$ cat config.mk
export PLATFORM = sky130hd
export DESIGN_NAME = serv_decode_queue
export DESIGN_NICKNAME = d
export VERILOG_FILES = /design/src/rtl/serv_decode_pkg.sv /design/src/rtl/serv_predecode.sv /design/src/rtl/serv_decode_queue.sv
export SDC_FILE = /design/constraint.sdc
export NUM_CORES = 1
export LEC_CHECK = 0
export ABC_AREA = 0
export BUFFER_PORTS_ARGS = -buffer_cell sky130_fd_sc_hd__buf_2
export CAP_MARGIN = 20
export CELL_PAD_IN_SITES_DETAIL_PLACEMENT = 2
export CELL_PAD_IN_SITES_GLOBAL_PLACEMENT = 2
export CORE_ASPECT_RATIO = 1.2
export CORE_UTILIZATION = 38
export CTS_CLUSTER_SIZE = 30
export DETAILED_ROUTE_END_ITERATION = 10
export HOLD_SLACK_MARGIN = 0.05
export PLACE_DENSITY_LB_ADDON = 0.1
export SETUP_SLACK_MARGIN = 0.15
export SLEW_MARGIN = 20
export SYNTH_ARGS = -nofsm -noshare
export SYNTH_HDL_FRONTEND = slang
export SYNTH_SLANG_ARGS = --single-unit
$ cat constraint.sdc
create_clock -name clk -period 10.26 [get_ports clk]
set_input_delay 0 -clock clk [delete_from_list [all_inputs] [get_ports clk]]
set_output_delay 0 -clock clk [all_outputs]
set_load 0.02 [all_outputs]
$ cat src/rtl/serv_decode_pkg.sv
// Shared constants and the packed pre-decoded entry layout for the decode queue.
package serv_decode_pkg;

  localparam logic [4:0] OPC_LOAD    = 5'b00000;
  localparam logic [4:0] OPC_MISCMEM = 5'b00011;
  localparam logic [4:0] OPC_OPIMM   = 5'b00100;
  localparam logic [4:0] OPC_AUIPC   = 5'b00101;
  localparam logic [4:0] OPC_STORE   = 5'b01000;
  localparam logic [4:0] OPC_OP      = 5'b01100;
  localparam logic [4:0] OPC_LUI     = 5'b01101;
  localparam logic [4:0] OPC_BRANCH  = 5'b11000;
  localparam logic [4:0] OPC_JALR    = 5'b11001;
  localparam logic [4:0] OPC_JAL     = 5'b11011;
  localparam logic [4:0] OPC_SYSTEM  = 5'b11100;

  // Bit positions inside the one-hot opclass vector
  localparam int CLS_LOAD    = 0;
  localparam int CLS_MISCMEM = 1;
  localparam int CLS_OPIMM   = 2;
  localparam int CLS_AUIPC   = 3;
  localparam int CLS_STORE   = 4;
  localparam int CLS_OP      = 5;
  localparam int CLS_LUI     = 6;
  localparam int CLS_BRANCH  = 7;
  localparam int CLS_JALR    = 8;
  localparam int CLS_JAL     = 9;
  localparam int CLS_SYSTEM  = 10;
  localparam int NUM_CLS     = 11;

  localparam logic [NUM_CLS-1:0] RD_OP_MASK =
    (NUM_CLS'(1) << CLS_OPIMM) | (NUM_CLS'(1) << CLS_AUIPC) | (NUM_CLS'(1) << CLS_OP) |
    (NUM_CLS'(1) << CLS_LUI)   | (NUM_CLS'(1) << CLS_SYSTEM) | (NUM_CLS'(1) << CLS_JALR) |
    (NUM_CLS'(1) << CLS_JAL)   | (NUM_CLS'(1) << CLS_LOAD);

  typedef struct packed {
    logic [NUM_CLS-1:0] opclass;
    logic [2:0]         funct3;
    logic [4:0]         rd;
    logic [4:0]         rs1;
    logic [4:0]         rs2;
    logic               imm30;
    logic [3:0]         csr_bits;
    logic               cfu_op;
    logic               rd_op;
    logic               two_stage_op;
    logic               illegal;
  } entry_t;

  localparam int ENTRY_W = $bits(entry_t);

endpackage

$ cat src/rtl/serv_predecode.sv
// Combinational pre-decode of one fetched word (bits [31:2]) into a queue entry.
module serv_predecode
  import serv_decode_pkg::*;
#(
  parameter int CFU = 0
) (
  input  logic [29:0] i_wb_rdt,
  output entry_t      o_entry
);

  logic [4:0]         opc;
  logic [2:0]         funct3;
  logic               bit25;
  logic [NUM_CLS-1:0] cls;
  logic               legal;
  logic               cfu_op;
  logic               unused_bits;

  // Instruction bit n lives at i_wb_rdt[n-2]
  assign opc    = i_wb_rdt[4:0];
  assign funct3 = i_wb_rdt[12:10];
  assign bit25  = i_wb_rdt[23];
  assign unused_bits = ^{i_wb_rdt[29], i_wb_rdt[27:25]};

  // NOTE: every signal assigned in always_comb gets a default first so no latch is inferred.
  always_comb begin
    cls   = '0;
    legal = 1'b1;
    case (opc)
      OPC_LOAD:    cls[CLS_LOAD]    = 1'b1;
      OPC_MISCMEM: cls[CLS_MISCMEM] = 1'b1;
      OPC_OPIMM:   cls[CLS_OPIMM]   = 1'b1;
      OPC_AUIPC:   cls[CLS_AUIPC]   = 1'b1;
      OPC_STORE:   cls[CLS_STORE]   = 1'b1;
      OPC_OP:
        if (bit25 && (CFU == 0)) legal = 1'b0;
        else                     cls[CLS_OP] = 1'b1;
      OPC_LUI:     cls[CLS_LUI]     = 1'b1;
      OPC_BRANCH:  cls[CLS_BRANCH]  = 1'b1;
      OPC_JALR:    cls[CLS_JALR]    = 1'b1;
      OPC_JAL:     cls[CLS_JAL]     = 1'b1;
      OPC_SYSTEM:  cls[CLS_SYSTEM]  = 1'b1;
      default:     legal = 1'b0;
    endcase
  end

  assign cfu_op = (CFU != 0) && cls[CLS_OP] && bit25;

  always_comb begin
    o_entry          = '0;
    o_entry.opclass  = cls;
    o_entry.funct3   = funct3;
    o_entry.rd       = i_wb_rdt[9:5];
    o_entry.rs1      = i_wb_rdt[17:13];
    o_entry.rs2      = i_wb_rdt[22:18];
    o_entry.imm30    = i_wb_rdt[28];
    o_entry.csr_bits = {i_wb_rdt[24], i_wb_rdt[20], i_wb_rdt[19], i_wb_rdt[18]};
    o_entry.cfu_op   = cfu_op;
    o_entry.rd_op    = |(cls & RD_OP_MASK);
    // Memory ops, jumps, branches, shifts and set-less-than need a second pass
    o_entry.two_stage_op = ~opc[2]
                         | (funct3[0] & ~funct3[1] & ~opc[0] & ~opc[4])
                         | (funct3[1] & ~funct3[2] & ~opc[0] & ~opc[4])
                         | cfu_op;
    o_entry.illegal  = ~legal;
  end

endmodule

$ cat src/rtl/serv_decode_queue.sv
// DEPTH-entry queue of pre-decoded instruction words between fetch and state/ctrl.
module serv_decode_queue
  import serv_decode_pkg::*;
#(
  parameter int DEPTH     = 2,
  parameter int CFU       = 0,
  parameter int AFULL_LVL = 1
) (
  input  logic                     clk,
  input  logic                     i_rst_n,
  input  logic [29:0]              i_wb_rdt,
  input  logic                     i_wb_en,
  input  logic                     i_pop,
  input  logic                     i_flush,
  output logic                     o_valid,
  output logic                     o_full,
  output logic                     o_almost_full,
  output logic [$clog2(DEPTH):0]   o_count,
  output logic                     o_overflow,
  output logic [NUM_CLS-1:0]       o_opclass,
  output logic [2:0]               o_funct3,
  output logic [4:0]               o_rd,
  output logic [4:0]               o_rs1,
  output logic [4:0]               o_rs2,
  output logic                     o_imm30,
  output logic [3:0]               o_csr_bits,
  output logic                     o_cfu_op,
  output logic                     o_rd_op,
  output logic                     o_two_stage_op,
  output logic                     o_illegal
);

  localparam int PW = $clog2(DEPTH);
  localparam int CW = PW + 1;

  entry_t        new_entry;
  entry_t        mem [DEPTH];
  entry_t        head;
  logic [PW-1:0] wr_ptr, rd_ptr;
  logic [CW-1:0] count;
  logic          overflow;
  logic          pop_ok, push_ok, drop;

  serv_predecode #(.CFU(CFU)) u_predecode (
    .i_wb_rdt (i_wb_rdt),
    .o_entry  (new_entry)
  );

  assign o_valid       = (count != '0);
  assign o_full        = (count == CW'(DEPTH));
  assign o_almost_full = (count >= CW'(DEPTH - AFULL_LVL));
  assign o_count       = count;
  assign o_overflow    = overflow;

  // A pop frees the slot a simultaneous push needs, so a full queue still accepts that push
  assign pop_ok  = i_pop & o_valid;
  assign push_ok = i_wb_en & (~o_full | pop_ok);
  assign drop    = i_wb_en & o_full & ~pop_ok;

  // NOTE: sequential state uses non-blocking assignments so every flop samples pre-edge values.
  always_ff @(posedge clk or negedge i_rst_n) begin
    if (!i_rst_n) begin
      wr_ptr   <= '0;
      rd_ptr   <= '0;
      count    <= '0;
      overflow <= 1'b0;
    end else if (i_flush) begin
      wr_ptr   <= '0;
      rd_ptr   <= '0;
      count    <= '0;
      overflow <= 1'b0;
    end else begin
      if (push_ok) wr_ptr <= wr_ptr + 1'b1;
      if (pop_ok)  rd_ptr <= rd_ptr + 1'b1;
      if (push_ok && !pop_ok)      count <= count + 1'b1;
      else if (pop_ok && !push_ok) count <= count - 1'b1;
      if (drop) overflow <= 1'b1;
    end
  end

  // NOTE: entry storage has no reset; count gates every read, so stale contents are never visible.
  always_ff @(posedge clk) begin
    if (push_ok && !i_flush) mem[wr_ptr] <= new_entry;
  end

  assign head = o_valid ? mem[rd_ptr] : '0;

  assign o_opclass      = head.opclass;
  assign o_funct3       = head.funct3;
  assign o_rd           = head.rd;
  assign o_rs1          = head.rs1;
  assign o_rs2          = head.rs2;
  assign o_imm30        = head.imm30;
  assign o_csr_bits     = head.csr_bits;
  assign o_cfu_op       = head.cfu_op;
  assign o_rd_op        = head.rd_op;
  assign o_two_stage_op = head.two_stage_op;
  assign o_illegal      = head.illegal;

endmodule

# --- After elaboration in Yosys (flattened, before gate mapping) ---
# Memories as Yosys holds them, arrays and structs flattened.
# Cells that the tools add are included.
word_totals:
  reg_bits: 5
  ramBits: 74
  in_bits: 35
  output_inout_bits: 44
  word_cells: 81
  memories: 1
memory_table:
  columns: ["memory", "words", "word_bits", "rd", "rd_clocked_by_memory_dff", "write_ports", "line_no", "rtl"]
  rows:
  - ["mem", 2, 37, 1, 0, 1, "serv_decode_queue.sv:37", "entry_t mem [DEPTH];"]
op_classes:
  addsub: 4
  magnitude_cmp: 1
  eq_ne: 11
  muxes: 25
  bitwise: 21
  n_reduce_logical: 14
op_table:
  columns: ["op", "n"]
  rows:
  - ["two-way mux 38 bit", 1]
  - ["== test 5 bit (second input constant)", 4]
  - ["two-way mux 1 bit", 20]
  - ["== test 5 x 4 -> 1 bit (second input constant)", 3]
  - ["bitwise AND 1 bit", 10]
  - ["== test 5 x 3 -> 1 bit (second input constant)", 2]
  - ["OR reduction 10 bit", 1]
  - ["NOT 1 bit", 8]
  - ["nonzero test 2 bit", 4]
  - ["OR reduction 8 bit", 1]
  - ["two-way mux 2 bit", 3]
  - ["== test 5 x 2 -> 1 bit (second input constant)", 1]
  - ["zero test 5 bit", 1]
  - ["logical AND 1 bit", 3]
  - ["zero test 1 bit", 3]
  - ["OR 1 bit", 3]
  - ["nonzero test 3 bit", 1]
  - ["adder 1 bit (second input constant)", 2]
  - ["adder 2 x 1 -> 2 bit (second input constant)", 1]
  - ["== test 2 bit (second input constant)", 1]
  - [">= comparator 2 x 1 -> 1 bit (second input constant)", 1]
  - ["one-hot mux 1 bit (2 select lines)", 1]
  - ["subtractor 2 x 1 -> 2 bit (second input constant)", 1]

# --- Depth between registers and ports, before layout ---
# Gate-level depths: netlist of run 1.
logic_depth:
  ltp_word: 9
  depth_mapped: 6
  mapped_depth_nobuf: 5

# --- Cells and area by module ---
# A second synthesis of run 1 with hierarchy kept.
hier_totals:
  cells_unflattened: 259
  area_unflattened_um2: 3624.7
by_module_without_submodules:
  columns: ["module", "instances", "cells_each", "area_each_um2", "seq_area_each_um2"]
  rows:
  - ["serv_decode_queue", 1, 196, 3189.3, 2407.3]
  - ["serv_predecode", 1, 63, 435.4, 0.0]

# --- Worst setup path before layout of run 1 ---
# Ideal clock, no wire load.
synth_path:
  kind: "register -> register"
  start: "reg count[0], in the netlist o_count[0]"
  end: "mem mem[1][0] (netlist bit) (enable)"
  setup_time_ns: 0.475
  arrival_time_ns: 3.719
  t_required_ns: 9.785
  slack_ns: 6.066
  path_stages_with_launch: 7
  path_buffers: 1
  period_less_slack_ns: 4.194
  cell_sequence: "dfrtp_1 inv_1 ha_1 buf_4 nor2b_2 o21ai_1 nor3b_1"
synth_via:
  elab_chain_len: 7
  word_cells_on_any_way: 9
  cone_classes: "eq/ne: 1; mux: 2; bitwise: 4; reduce/logical: 2"
synth_lines:
  columns: ["element", "line_no", "rtl"]
  rows:
  - ["from (decl)", "serv_decode_queue.sv:40", "logic [CW-1:0] count;"]
  - ["from (signal assigned)", "serv_decode_queue.sv:75", "if (push_ok && !pop_ok) count <= count + 1'b1;"]
  - ["from (signal assigned)", "serv_decode_queue.sv:76", "else if (pop_ok && !push_ok) count <= count - 1'b1;"]
  - ["nonzero test 2 bit / == test 2 bit (equally long branches)", "serv_decode_queue.sv:49, serv_decode_queue.sv:50", null]
  - ["bitwise AND 1 bit / NOT 1 bit (equally long branches)", "serv_decode_queue.sv:56, serv_decode_queue.sv:57", null]
  - ["OR 1 bit *", "serv_decode_queue.sv:57", "assign push_ok = i_wb_en & (~o_full | pop_ok);"]
  - ["bitwise AND 1 bit *", "serv_decode_queue.sv:57", null]
  - ["logical AND 1 bit *", "serv_decode_queue.sv:83", "if (push_ok && !i_flush) mem[wr_ptr] <= new_entry;"]
  - ["two-way mux 1 bit *", "serv_decode_queue.sv:83", null]
  - ["two-way mux 1 bit (not written as such) *", "serv_decode_queue.sv:83", null]
  - ["to (decl)", "serv_decode_queue.sv:37", null]
# Every way passes the cells marked *; elsewhere a longest branch is shown, timed or not.

# --- Final worst setup path of run 1 ---
layout_path:
  start: "reg count[1], in the netlist o_count[1]"
  end: "mem mem[1][0] (netlist bit) (enable)"
# The elaborated chain is that of the path after synthesis.

==> summary by stage, run 1 <==
Run status
The flow ran to the end, and the final reports show no timing, DRC or antenna violations.

Timing
The final clock period utilization by the worst path is 0.206. The count of final max-slew check failures is 0. For the finished layout, the period the worst path requires is 2.11 ns. The count of endpoints failing hold in the final timing report is 0. The worst slew slack as a fraction of its limit is 0.295. The worst-case clock skew is 0.00936 ns.

The setup TNS after final layout is 0 ns. Setup repair after global routing left no endpoint under its margin. The highest clock frequency the design can meet is 0.473 GHz.

At the pin with the least slew margin, the transition time is 1.06 ns. Setup violations remaining at the end of the flow were counted as 0.

Floorplan
The initialized floorplan defines 35 standard-cell rows. The floorplan step defined a core boundary enclosing 7840 um2. For this configuration, the core starts out at a cell density of 0.401. The height of the die is 102 um.

The width of the die is 85.0 um. During I/O placement, the number of pins put on the boundary was 79. The die area is 8640 um2.

Power and ir drop
The leakage power figure is 1.56 nW. The power density over the cells is 223 nW/um2. The worst IR drop on VDD is 0.0903 mV.

The design draws 0.891 mW.

Worst setup path
The signal on the critical path passes through inv_1 > ha_1 > nor2b_2 > o21ai_1 > nor3b_2 > buf_4. The required time of the critical path is 10.28 ns. The category of cells accounting for the largest share of critical-path delay is simple AND/OR/NAND/NOR gates. STA classifies the critical path startpoint as a register. The category of the worst setup path capture point is a register. The worst endpoint data arrival time is 2.13 ns. The largest stage delay on the critical path is 0.42 ns. The worst register-to-register path ends at mem[1][0]$_DFFE_PP_. The start-to-end type of the worst setup path is reg2reg.

The slowest library cell on the worst path is sky130_fd_sc_hd__dfrtp_1. In this run the critical register-to-register path is launched from o_count[1]$_DFFE_PN0P_. The largest fanout on the critical path is 18. The number of cells on the worst reg-to-reg path is 6. In this run the register-to-register setup slack is 8.15 ns. The sum of buffers and inverters on the critical path is 2.

Min path
The class of the most critical hold timing path is in2reg. Along the worst hold path, the cell count comes to 2. The startpoint identified for the worst hold timing path is i_wb_rdt[1]. The path with the worst hold slack has its endpoint at mem[0][28]$_DFFE_PP_.

Place
The HPWL after detailed placement is 4.55 mm. The congestion estimate from routability-driven global placement came to 0.786. The count of placed standard cells including taps is 376.

The count of buffers from port buffering is 73.

Cells and area
The fraction of layout cells with a size suffix above 1 is 0.310. The final antenna diode count is 0. The number of nets at the end of the flow is 359. Fill cells in the final layout number 789. The number of non-filler instances in the completed layout is 418. The layout overhead on the synthesized area is 27.2%.

Logic synthesis
Among all flip-flop cells after synthesis, the most frequent one is sky130_fd_sc_hd__edfxtp_1. Of the synthesized area, sequential elements account for 0.690. The number of distinct library cell variants in the gate-level netlist after synthesis is 34.

In this run, synthesis inferred 68 flip-flops with an integrated enable. Synthesis produced a netlist with a net count of 261. The cell count after synthesis came out at 223. Counting flops with an async set or reset pin after synthesis yields a share of 0.0685. The synthesized design contains 73 register bits. The synthesized area is 3140 um2. The synthesized area divided by synthesized cell count is 14.1 um2. The count of warnings emitted by yosys is 0.

Clock network
The CTS tree is done. The clock latency on the worst-skew pair is 0.34 ns. The H-tree generated during clock tree synthesis spans 3 levels. The total clock buffers created by CTS is 9. Post-CTS timing repair inserted 0 buffers for setup. In this run the deepest clock path goes through 2 buffers. The hold-fix buffer count after cts is 26.

The cell sitting at the root of the clock tree is a sky130_fd_sc_hd__clkbuf_8. The clock-pin slew on the worst setup and hold paths is 0.08 ns. The number of gates resized after CTS was 0. CTS saw 73 sinks.

GRT
The number of antenna violations at the first check in global routing is 0. The first global-routing pass estimated 11.2 mm of wire. Entering global routing, the biggest net connects 36 pins. In the global route stage, overall resource usage came out at 0.175. The number of global-route vias before repair is 2249. The total overflow left after global routing is 0.

Route
The total vias in the final route is 2092. Once detail routing completed, the nets flagged for antenna violations numbered 0. For this run, design rule violations remaining after detail routing come to 0.

For this block, the routed nets add up to 6.93 mm of wire. After detailed routing, the number of vias per cell comes to 5.00. The detailed-router iteration count before antenna repair is 4.

The number of design-rule violations left by the first detailed-router iteration is 46. In the final routed layout, each cell accounts on average for 16.6 um.

Flow run
Max-cap violations in this run came to 0.
## synthesized netlist by cell type, types with 4 or more instances
master | count | share of area
sky130_fd_sc_hd__edfxtp_1 | 68 | 0.65
sky130_fd_sc_hd__nor2_1 | 45 | 0.054
sky130_fd_sc_hd__inv_2 | 4 | 0.0048
sky130_fd_sc_hd__nand2_1 | 6 | 0.0072
sky130_fd_sc_hd__inv_1 | 4 | 0.0048
sky130_fd_sc_hd__dfrtp_1 | 5 | 0.040
sky130_fd_sc_hd__buf_2 | 4 | 0.0064
sky130_fd_sc_hd__nor3_1 | 6 | 0.0096
sky130_fd_sc_hd__mux2i_1 | 37 | 0.12
sky130_fd_sc_hd__buf_4 | 9 | 0.022
## logic make-up (layout without fill, tap and decap cells)
family,Yosys count,after routing,share of synthesized area
XOR/XNOR,1,1,0.00279
multiplexers,39,39,0.125
other,1,1,0.00119
flip-flops,73,73,0.690
AO/OA/AOI/OAI,12,12,0.0271
AND/OR/NAND/NOR,69,69,0.100
buffers and inverters,25,128,0.0422
adder cells (fa/ha/maj),3,3,0.0119
## per-layer routing
metal	global-route usage	wire [um]	vias to the layer above
li1	-	-	993
met1	0.194	2800	1030
met3	0.0293	202	16
met5	0	0	-
met2	0.316	3710	53
met4	0.107	218	0
## how the worst max path moves through the flow
stage                           startpoint                    to  cells past startpoint  slack [ns]
finish              o_count[1]$_DFFE_PN0P_   mem[1][0]$_DFFE_PP_                      6        8.15
global route        o_count[1]$_DFFE_PN0P_   mem[1][0]$_DFFE_PP_                      6        7.98
CTS                 o_count[1]$_DFFE_PN0P_   mem[1][0]$_DFFE_PP_                      6        8.11
detailed placement  o_count[1]$_DFFE_PN0P_  mem[1][19]$_DFFE_PP_                      6        8.13
global placement    o_count[1]$_DFFE_PN0P_  mem[1][19]$_DFFE_PP_                      6        8.20
floorplan           o_count[0]$_DFFE_PN0P_   mem[1][0]$_DFFE_PP_                      6        6.07
## layout make-up
class	instances	area [um2]	share of cell area
clock buffer	10	128	0.0319
clock inverter	6	41.3	0.0103
inverter	8	30.0	0.00751
multi-input combinational	125	852	0.213
sequential	73	2170	0.542
tap	92	115	0.0288
timing repair buffer	104	663	0.166
## placed cells by master (no fill, tap or decap), drive strengths merged, types with 3 or more instances in the layout
master	count
buf	78
nor3	6
o21ai	3
mux2i	37
ha	3
clkbuf	10
nor2	45
edfxtp	68
dlygate4sd3	26
inv	10
dfrtp	5
nand2	6
a211oi	3
nand2b	4
## sequential cells by signal (all words and copies together) (netlist names)
signal      cells
mem            68
wr_ptr          1
rd_ptr          1
o_count         2
o_overflow      1
## through the flow
stage	area, um2	utilization	setup WS, ns	hold slack [ns]
after floorplan	3140	-	6.07	-0.296
after global placement	3570	0.455	8.20	-0.174
after detailed placement	3570	0.455	8.13	-0.178
after CTS	4000	0.510	8.11	0.0617
after global routing	4000	0.510	7.98	0.0815
final	4000	0.510	8.15	0.0756
## power breakdown
part	switching, mW	internal [mW]
clock	0.105	0.0882
combinational	0.196	0.117
sequential	0.0314	0.354
total	0.332	0.559
Note: power is estimated with default switching activity, not from simulation.
==> inputs of run 2 (changes only) <==
--- a/config.mk
+++ b/config.mk
@@ -11,7 +11,7 @@
 export CELL_PAD_IN_SITES_DETAIL_PLACEMENT = 2
 export CELL_PAD_IN_SITES_GLOBAL_PLACEMENT = 2
 export CORE_ASPECT_RATIO = 1.2
-export CORE_UTILIZATION = 38
+export CORE_UTILIZATION = 35
 export CTS_CLUSTER_SIZE = 30
 export DETAILED_ROUTE_END_ITERATION = 10
 export HOLD_SLACK_MARGIN = 0.05
==> constraint.sdc (replaced) <==
create_clock -name clk -period 2.1 [get_ports clk]
set_input_delay 0 -clock clk [delete_from_list [all_inputs] [get_ports clk]]
set_output_delay 0 -clock clk [all_outputs]
set_load 0.02 [all_outputs]
==> summary by stage, run 2 (synthesized netlist as in run 1, its figures left out) <==
Timing
The final clock period utilization by the worst path is 0.880. The worst-case clock skew is 0.00676 ns. The count of final max-slew check failures is 0. The count of endpoints failing hold in the final timing report is 0. Setup repair after global routing left no endpoint under its margin. The number of setup violations in the final report is 0.

For the finished layout, the period the worst path requires is 1.85 ns. The highest clock frequency the design can meet is 0.541 GHz.

Cells and area
The combined area of the multi-input logic cells is 896 um2. The number of nets at the end of the flow is 361. From synthesis to final layout, the design area changed by 31.3%. The register ranked first by flip-flop count is mem. Fill cells in the final layout number 880.

The fraction of layout cells with a size suffix above 1 is 0.333. With fillers left out, the area of the finished cells amounts to 4130 um2. The number of non-filler instances in the completed layout is 445. Leaving out fill and tap cells, the most frequent cells in the layout are 73 x sky130_fd_sc_hd__buf_2, 68 x sky130_fd_sc_hd__edfxtp_1, 45 x sky130_fd_sc_hd__nor2_1. The register with the most flip-flops in the layout has 68 of them. The most common cell after layout, fill and taps aside is sky130_fd_sc_hd__buf_2. In the final layout, flip-flops and latches occupy 2170 um2.

Power and ir drop
The power density over the cells is 1080 nW/um2. The worst IR drop on VDD is 0.478 mV. The leakage power figure is 1.59 nW.

Clock network
The clock root buffer master is sky130_fd_sc_hd__clkbuf_8. TritonCTS built the clock tree. The total clock buffers created by CTS is 9. The clock-pin slew on the worst setup and hold paths is 0.08 ns. The H-tree level count is 3.

The clock drives 73 sinks. No sink is reached through more buffers than the 2 on the longest clock path. The clock latency on the worst-skew pair is 0.34 ns.

Floorplan
The boundary pin count is 79. After floorplanning, the core was sized to cover 8660 um2. For this configuration, the core starts out at a cell density of 0.363.

The die area is 9360 um2. The floorplan step set the die width to 88.5 um. The height of the die is 106 um. The cell row count is 37.

GRT
The wire length of the first global-routing pass is 11.5 mm. The number of antenna violations at the first check in global routing came to 1. Entering global routing, the biggest net connects 35 pins. Summed over all layers, the global routing overflow is 0. The number of global-route vias before repair is 2306. The global routing usage summed across all routing layers is 0.167.

Worst setup path
The category of the worst setup path capture point is a register. The required time of the critical path is 2.33 ns. The reg-to-reg setup timing slack is 0.25 ns. STA puts the critical path data arrival time at 2.07 ns. The start-to-end type of the worst setup path is reg2reg. STA classifies the critical path startpoint as a register. The largest fanout on the critical path is 4.

Route
In this run, the number of DRC markers left after iteration 0 of detailed routing was 43. For this run, design rule violations remaining after detail routing come to 0. The number of nets with antenna violations after detailed routing is 0. The vias per cell is 4.76. The average wire per cell in the routed design is 16.2 um.

The detailed-router iteration count before antenna repair is 4. Across all layers, the routed design uses 2116 vias. The total length of routed wires is 7.22 mm.

Place
The count of buffers from port buffering is 73. Detailed placement finished with a half-perimeter wire length of 4.64 mm. Counting tap cells, the placed design contains a total of 401 instances. The instance area after placement is 3680 um2.

The weighted congestion at the end of routability-driven global placement is 0.690.

Flow run
The number of max-cap violations is 0.

Min path
The worst hold path belongs to the class in2reg.

Run status
The flow ran to the end, and the final reports show no timing, DRC or antenna violations.
[run 2: final timing paths]
| check | start | endpoint | depth (start not counted) |
|---|---|---|---|
| max in group asynchronous | i_rst_n | o_count[1]$_DFFE_PN0P_ | 3 |
| hold / removal | i_wb_rdt[1] | mem[0][28]$_DFFE_PP_ | 2 |
| min in group asynchronous | i_rst_n | wr_ptr$_DFFE_PN0P_ | 3 |
| setup reg to reg | o_count[0]$_DFFE_PN0P_ | o_count[1]$_DFFE_PN0P_ | 6 |
| hold reg to reg | o_overflow$_DFFE_PN0P_ | o_overflow$_DFFE_PN0P_ | 2 |
| setup / recovery | o_count[0]$_DFFE_PN0P_ | o_count[1]$_DFFE_PN0P_ | 6 |
[run 2: critical path, cell delays in order (launching register included)]
cell and delay [ns]:
sky130_fd_sc_hd__dfrtp_2 0.42, sky130_fd_sc_hd__inv_2 0.10, sky130_fd_sc_hd__ha_2 0.21, sky130_fd_sc_hd__nand2b_1 0.16
sky130_fd_sc_hd__mux2i_1 0.20, sky130_fd_sc_hd__a211oi_1 0.08, sky130_fd_sc_hd__dlygate4sd3_1 0.57
[run 2: layer usage]
layer,GRT usage,wire (um)
met1,0.186,2940
met3,0.0525,290
met2,0.296,3840
met4,0.0588,151
met5,0,0
[run 2: per-stage QoR]
step                      worst slack (ns)  total power [mW]  setup TNS, ns  utilization  hold WS (ns)
final                                0.251              4.44              0        0.477        0.0676
after global routing                 0.149              4.71              0        0.477        0.0676
after CTS                            0.207              4.51              0        0.475        0.0522
after detailed placement             0.354              3.52              0        0.425        -0.171
after global placement               0.366              3.49              0        0.425        -0.171
after floorplan                     -0.257              3.00         -14.12            -        -0.296
[run 2: final cells by class]
cell class | instances | share of cell area
antenna | 1 | 0.000607
clock buffer | 10 | 0.0309
clock inverter | 5 | 0.00819
inverter | 8 | 0.00728
multi-input combinational | 125 | 0.217
sequential | 73 | 0.526
tap | 117 | 0.0355
timing repair buffer | 106 | 0.174
[run 2: timing repair]
item	CTS	global route
hold buffers	27	0
setup endpoints to repair	0	1
buffers inserted	0	1
hold endpoints to repair	50	0
gates resized for setup	0	1
[run 2: where the power goes]
group / switching, mW / internal (mW) / leakage [nW] / total [mW]
sequential: 0.0869 / 1.73 / 0.687 / 1.82
clock: 0.508 / 0.420 / 0.0781 / 0.927
combinational: 1.05 / 0.643 / 0.823 / 1.70
